File: config.mk
export PLATFORM = sky130hd
export DESIGN_NAME = data_compare_pipe
export DESIGN_NICKNAME = d
export VERILOG_FILES = /design/src/rtl/data_compare_pkg.sv /design/src/rtl/data_compare_pipe_cmp_core.sv /design/src/rtl/data_compare_pipe.sv
export SDC_FILE = /design/constraint.sdc
export NUM_CORES = 1
export LEC_CHECK = 0
export BUFFER_PORTS_ARGS = -buffer_cell sky130_fd_sc_hd__buf_2
export CELL_PAD_IN_SITES_DETAIL_PLACEMENT = 2
export CELL_PAD_IN_SITES_GLOBAL_PLACEMENT = 2
export CORE_MARGIN = 1.5
export CORE_UTILIZATION = 26
export CTS_CLUSTER_SIZE = 14
export DETAILED_ROUTE_END_ITERATION = 8
export GPL_ROUTABILITY_DRIVEN = 0
export MAX_ROUTING_LAYER = met4
export PLACE_DENSITY_LB_ADDON = 0.15
export SYNTH_ARGS = -nofsm -noshare
export SYNTH_HDL_FRONTEND = slang
export SYNTH_SLANG_ARGS = --single-unit
File: constraint.sdc
create_clock -name iClk -period 1.3 [get_ports iClk]
set_input_delay 0.26 -clock iClk [delete_from_list [all_inputs] [get_ports iClk]]
set_output_delay 0.26 -clock iClk [all_outputs]
set_load 0.05 [all_outputs]
File: src/rtl/data_compare_pkg.sv
// Shared definitions for the data_compare_pipe block: result-bit positions,
// the one-hot result type and a helper that builds a result from flags.
package data_compare_pkg;

  localparam int CMP_GT = 2;
  localparam int CMP_EQ = 1;
  localparam int CMP_LT = 0;

  typedef logic [2:0] cmp_res_t;

  // Build a one-hot result; equality is whatever is neither greater nor less.
  function automatic cmp_res_t make_res(input logic gt, input logic lt);
    cmp_res_t r;
    r = 3'b000;
    if (gt) begin
      r[CMP_GT] = 1'b1;
    end else if (lt) begin
      r[CMP_LT] = 1'b1;
    end else begin
      r[CMP_EQ] = 1'b1;
    end
    return r;
  endfunction

endpackage

File: src/rtl/data_compare_pipe_cmp_core.sv
// cmp_core: combinational magnitude compare of two WIDTH-bit operands,
// unsigned or two's complement depending on SIGNED. Output is always one-hot.
module cmp_core
  import data_compare_pkg::*;
#(
  parameter int WIDTH  = 8,
  parameter int SIGNED = 0
) (
  input  logic [WIDTH-1:0] a,
  input  logic [WIDTH-1:0] b,
  output cmp_res_t         res
);

  logic gt;
  logic lt;

  // Greater/less flags in the selected number interpretation.
  always_comb begin
    gt = 1'b0;
    lt = 1'b0;
    if (SIGNED != 0) begin
      gt = ($signed(a) > $signed(b));
      lt = ($signed(a) < $signed(b));
    end else begin
      gt = (a > b);
      lt = (a < b);
    end
  end

  assign res = make_res(gt, lt);

endmodule

File: src/rtl/data_compare_pipe.sv
// data_compare_pipe: two-stage valid/ready compare pipeline. Stage 1 holds the
// operand pair, stage 2 holds the registered one-hot compare result.
// Optional per-outcome saturating statistics counters are built only when the
// macro DATA_COMPARE_STATS_EN is defined; otherwise they read zero and iClear
// is ignored.
module data_compare_pipe
  import data_compare_pkg::*;
#(
  parameter int WIDTH  = 8,
  parameter int SIGNED = 0,
  parameter int CNT_W  = 8
) (
  input  logic             iClk,
  input  logic             iRst_n,
  input  logic             iValid,
  output logic             oReady,
  input  logic [WIDTH-1:0] iData_a,
  input  logic [WIDTH-1:0] iData_b,
  input  logic             iClear,
  output logic             oValid,
  input  logic             iReady,
  output logic [2:0]       oData,
  output logic [CNT_W-1:0] oGtCnt,
  output logic [CNT_W-1:0] oEqCnt,
  output logic [CNT_W-1:0] oLtCnt
);

  logic             s1_valid;
  logic [WIDTH-1:0] s1_a;
  logic [WIDTH-1:0] s1_b;
  logic             s2_valid;
  cmp_res_t         s2_data;
  cmp_res_t         cmp_res;
  logic             s2_advance;
  logic             in_fire;

  // Stage 2 may take a new value when empty or when its result leaves.
  assign s2_advance = !s2_valid || iReady;
  assign oReady     = !s1_valid || s2_advance;
  assign in_fire    = iValid && oReady;

  cmp_core #(
    .WIDTH  (WIDTH),
    .SIGNED (SIGNED)
  ) u_cmp_core (
    .a   (s1_a),
    .b   (s1_b),
    .res (cmp_res)
  );

  // Stage 1: capture an accepted operand pair, empty when it moves on.
  always_ff @(posedge iClk or negedge iRst_n) begin
    if (!iRst_n) begin
      s1_valid <= 1'b0;
      s1_a     <= {WIDTH{1'b0}};
      s1_b     <= {WIDTH{1'b0}};
    end else if (in_fire) begin
      s1_valid <= 1'b1;
      s1_a     <= iData_a;
      s1_b     <= iData_b;
    end else if (s2_advance) begin
      s1_valid <= 1'b0;
    end else begin
      s1_valid <= s1_valid;
    end
  end

  // Stage 2: register the compare result; data is forced to zero when empty.
  always_ff @(posedge iClk or negedge iRst_n) begin
    if (!iRst_n) begin
      s2_valid <= 1'b0;
      s2_data  <= 3'b000;
    end else if (s2_advance) begin
      s2_valid <= s1_valid;
      s2_data  <= s1_valid ? cmp_res : 3'b000;
    end else begin
      s2_valid <= s2_valid;
      s2_data  <= s2_data;
    end
  end

  assign oValid = s2_valid;
  assign oData  = s2_data;

`ifdef DATA_COMPARE_STATS_EN

  logic             out_fire;
  logic [CNT_W-1:0] gt_cnt;
  logic [CNT_W-1:0] eq_cnt;
  logic [CNT_W-1:0] lt_cnt;

  assign out_fire = s2_valid && iReady;

  // Saturating increment: an all-ones counter stays put instead of wrapping.
  function automatic logic [CNT_W-1:0] sat_inc(input logic [CNT_W-1:0] v);
    if (v == {CNT_W{1'b1}}) begin
      return v;
    end else begin
      return v + {{(CNT_W-1){1'b0}}, 1'b1};
    end
  endfunction

  // Per-outcome delivery counters; clear wins but still records a same-cycle delivery.
  always_ff @(posedge iClk or negedge iRst_n) begin
    if (!iRst_n) begin
      gt_cnt <= {CNT_W{1'b0}};
      eq_cnt <= {CNT_W{1'b0}};
      lt_cnt <= {CNT_W{1'b0}};
    end else if (iClear) begin
      gt_cnt <= {{(CNT_W-1){1'b0}}, out_fire & s2_data[CMP_GT]};
      eq_cnt <= {{(CNT_W-1){1'b0}}, out_fire & s2_data[CMP_EQ]};
      lt_cnt <= {{(CNT_W-1){1'b0}}, out_fire & s2_data[CMP_LT]};
    end else begin
      gt_cnt <= (out_fire && s2_data[CMP_GT]) ? sat_inc(gt_cnt) : gt_cnt;
      eq_cnt <= (out_fire && s2_data[CMP_EQ]) ? sat_inc(eq_cnt) : eq_cnt;
      lt_cnt <= (out_fire && s2_data[CMP_LT]) ? sat_inc(lt_cnt) : lt_cnt;
    end
  end

  assign oGtCnt = gt_cnt;
  assign oEqCnt = eq_cnt;
  assign oLtCnt = lt_cnt;

`else

  logic clear_unused;

  assign clear_unused = iClear;
  assign oGtCnt       = {CNT_W{1'b0}};
  assign oEqCnt       = {CNT_W{1'b0}};
  assign oLtCnt       = {CNT_W{1'b0}};

`endif

endmodule

# == Word level (Yosys, flattened, before mapping) ==
# Index checks and enable logic that the tools add are counted.
# totals
regBits,21
inputBits,21
# classes
reduce_logical,6
order_cmp,2
muxes,7
# op_table
operator,n
$gt A8 B8 Y1,1
$lt A8 B8 Y1,1
$mux W1,5
$mux W3,1
$logic_not A1 Y1,2
$logic_or A1 B1 Y1,2
$mux W2,1
$reduce_bool A2 Y1,1
$logic_and A1 B1 Y1,1

# == Longest topological paths before layout ==
# depth
depth_word,5
depth_mapped,7

# == Modules after synthesis ==
# A second synthesis with hierarchy kept.
# hier_totals
cells_unflattened,168
area_unflattened_um2,1571.5
# modules_own_cells
mod,area_per_inst_um2,n_inst,cells_each,seq_area_each_um2
data_compare_pipe,1330.0,1,135,525.5
cmp_core,241.5,1,33,0.0

# == Worst setup path before layout ==
# No wires, ideal clock.
# synth_path
path_type,register -> register
from,reg s2_valid (netlist: oValid)
to,reg s1_a[4]
required_ns,1.175
t_arrival_ns,1.635
slack_ns,-0.460
synth_period_minus_slack_ns,1.760
path_stages_with_launch,6
cell_sequence,dfrtp_1 nor2b_4 nand2_4 nand2_4 buf_12 mux2_4
# synth_via
elab_chain_cells,4
# synth_lines
element,line,rtl
"start, declared",data_compare_pipe.sv:31,logic s2_valid;
"start signal, assigned",data_compare_pipe.sv:74,s2_valid <= s1_valid;
"start signal, assigned",data_compare_pipe.sv:77,s2_valid <= s2_valid;
$logic_not A1 Y1,data_compare_pipe.sv:38,assign s2_advance = !s2_valid || iReady;
$logic_or A1 B1 Y1,data_compare_pipe.sv:38,
$logic_or A1 B1 Y1,data_compare_pipe.sv:39,assign oReady = !s1_valid || s2_advance;
via oReady,data_compare_pipe.sv:16,"output logic oReady,"
$logic_and A1 B1 Y1,data_compare_pipe.sv:40,assign in_fire = iValid && oReady;
"end signal, assigned",data_compare_pipe.sv:55,s1_a <= {WIDTH{1'b0}};
"end signal, assigned",data_compare_pipe.sv:59,s1_a <= iData_a;
"end, declared",data_compare_pipe.sv:29,logic [WIDTH-1:0] s1_a;
# The timed path passes the listed nets, and every way through them passes these cells.
# A chain may end at the register's enable or synchronous reset.

# == Worst setup path in the final report ==
# layout_path
from,reg s2_valid (netlist: oValid)
to,out oReady
# layout_via
elab_chain_cells,3
# layout_lines
element,line
$logic_not A1 Y1,data_compare_pipe.sv:38
$logic_or A1 B1 Y1,data_compare_pipe.sv:38
$logic_or A1 B1 Y1,data_compare_pipe.sv:39
"end, declared",data_compare_pipe.sv:16
# Every way passes these cells.

==> results by group <==
Floorplan
  – I/O pin count: 50
  – Initial core utilization: 0.277
  – Chip width: 72.0 um
  – Die ar.: 5180 um2
  – Die Y: 72.0 um
  – Row cnt: 24
  – Core area: 4470 um2

Detailed routing
  – Vias: 823
  – First drt pass iteration count: 4
  – DRC: 0
  – Vias/cell: 4.05
  – Routed WL: 2.59 mm
  – Detailed Route Iter0 Violations: 36
  – ANT nets after route: 0
  – Wire per inst: 12.7 um

Worst setup path
  – Critical-path top delay cell: dfrtp_2
  – Crit start category: flip-flop
  – CP endpoint kind: primary output
  – Critical path data arrival time: 1.12 ns
  – Crit path largest cell delay: 0.36 ns
  – Worst Setup Path Type: flip-flop to primary output
  – R2R cell count: 4
  – Cells along the critical path: nor2b_4 > nand2_4 > buf_6 > buf_8
  – Worst-path fanout max: 2
  – Critical path data required time: 1.04 ns

Global route
  – Global-route wire length before repair: 4.35 mm
  – Vias in the first global route: 886
  – Largest net degree at the start of global routing: 22
  – Gr ovfl total: 0
  – Total Routing Usage GR: 0.111
  – Antenna violations before repair: 0

Synth
  – Cell variety after synth: 19
  – Synth area leaders: dfrtp_1 (42%), buf_4 (15%), mux2_4 (12%), ha_1 (8.1%), mux2_2 (5.5%)
  – Post-Syn Area: 1240 um2
  – Synth warnings: 0
  – Mean post-synth cell area: 11.6 um2
  – Sequential share of the synthesized area: 0.425
  – Post-synthesis sequential element count: 21
  – Synth top area share: 0.425
  – Number of synthesized flops with an enable pin: 0
  – Share of flip-flops with an asynchronous set or reset: 1.00
  – Synth Instances: 107
  – Leading area contributor after synthesis: dfrtp_1
  – Count leader, synth: buf_4
  – Top cells by count, synth: buf_4 (24), dfrtp_1 (21), mux2_4 (10)
  – Ys flop type: dfrtp_1

Place
  – Port Buffers: 24
  – Placed cell count: 191
  – Place WS: -0.118 ns
  – Post-DP HPWL: 1.84 mm

Timing
  – Count of pins over their slew limit: 0
  – Ratio of final minimum period to clock period: 1.06
  – Total negative slack: -0.304 ns
  – Max Clock Skew: 0.00479 ns
  – Min Clock Period, post-route: 1.38 ns
  – Final setup vio count: 8
  – RSZ-0062 raised after global routing: true
  – Max Clk Rate: 727 MHz
  – Final Hold Fails: 0
  – Setup ws final: -0.0753 ns

Hold path
  – Tightest Hold Check Type: input pin to flip-flop
  – Worst Hold Depth: 2

Final layout
  – Fin cells: 203
  – Layout Nets: 181
  – Post-layout util: 0.373
  – # diodes: 0
  – Syn-to-layout area delta: 34.8%
  – Share of cells above drive strength 1: 0.609

CTS
  – Worst skew pair latency: 0.26 ns
  – CTS max path bufs: 2
  – CTS tree: yes
  – Clk sinks: 21
  – Cts bufs inserted: 3
  – Clock Pin Slew Worst Setup and Hold Paths: 0.08 ns
  – H-tree Lvls: 1
  – Clock root buffer master: clkbuf_8

Run status
  – Run status: complete, but fails checks
  – Failing checks: negative setup slack

Power and ir drop
  – Total leakage power: 0.000835 uW
  – Power Dens Cells: 1350 nW/um2
  – Total power draw: 2250 uW
  – Peak VDD IR: 0.000378 V

Job
  – Max Cap Viol: 0
-- metrics by stage --
step | instance area, um2 | hold slack (ns)
finish | 1670 | 0.229
global route | 1670 | 0.217
CTS | 1590 | 0.224
detailed placement | 1390 | 0.257
global placement | 1390 | 0.244
floorplan | 1330 | -0.0356
-- power by group --
group / total [uW] / switching [uW] / internal, uW
Combinational: 1000 / 549 / 452
Sequential: 822 / 74.1 / 748
Clock: 432 / 214 / 218
-- critical path, delay by kind of cell, from the launching register on --
family | cells | cell delay [ns]
buf+inv | 2 | 0.26
flops | 1 | 0.36
simple gates | 2 | 0.24
-- repair_timing --
action / CTS / global route
hold endpoints to repair: 21 / 0
hold buffers: 1 / 0
buffers inserted: 5 / 2
setup endpoints to repair: 20 / 20
resized for setup: 24 / 17
pin swaps: 6 / 16
-- area by class of cell --
cell class	instances	area (um2)
Timing Repair Buffer	42	279
Clock buffer	4	45.0
Fill cell	491	2810
Tap cell	52	65.1
Sequential cell	21	527
Inverter	9	33.8
Multi-Input combinational cell	75	718
-- routing by layer --
metal / share of wire / global-route usage / vias to the layer above
met1: 0.40 / 0.133 / 399
met2: 0.54 / 0.191 / 36
li1: - / - / 386
met3: 0.042 / 0.0139 / 2
met5: 0 / - / -
met4: 0.013 / 0.0440 / 0
-- path summary, 6_finish.rpt --
check                                end        from  slack [ns]
worst max-delay path              oReady      oValid       -0.08
worst min-delay path             s1_a[0]  iData_a[0]        0.23
worst max register to register   s1_b[6]      oValid       -0.04
worst min register to register  oData[1]    oData[1]        0.50
max in group asynchronous         oValid      iRst_n        0.45
min in group asynchronous        s1_a[3]      iRst_n        0.50
-- registers in the layout, indices dropped and copies added (netlist names) --
register,cells
s1_b,8
s1_valid,1
oData,3
s1_a,8
oValid,1
-- cells by family (layout without fill, tap and decap cells) --
family          Yosys count  count (layout)  synth area share
buf+inv                  34              55             0.189
flops                    21              21             0.425
simple gates             17              17            0.0819
mux                      16              16             0.176
compound gates           10              10            0.0445
fa+ha+maj                 8               8            0.0809
other cells               1              24           0.00303
-- layout by cell type (no fill, tap or decap), types with 2 or more instances in the layout --
cell       n
a21oi_4    2
conb_1    24
clkbuf_8   3
mux2_2     6
a21oi_2    3
nand2_4    4
buf_4     14
buf_6      3
mux2_4    10
nor2_4     2
nand2_1    5
buf_2     23
inv_2      6
o21ai_2    2
o21ai_1    2
ha_4       6
dfrtp_1   20
inv_1      3
ha_1       2
Power figures use the tool's default switching activity.
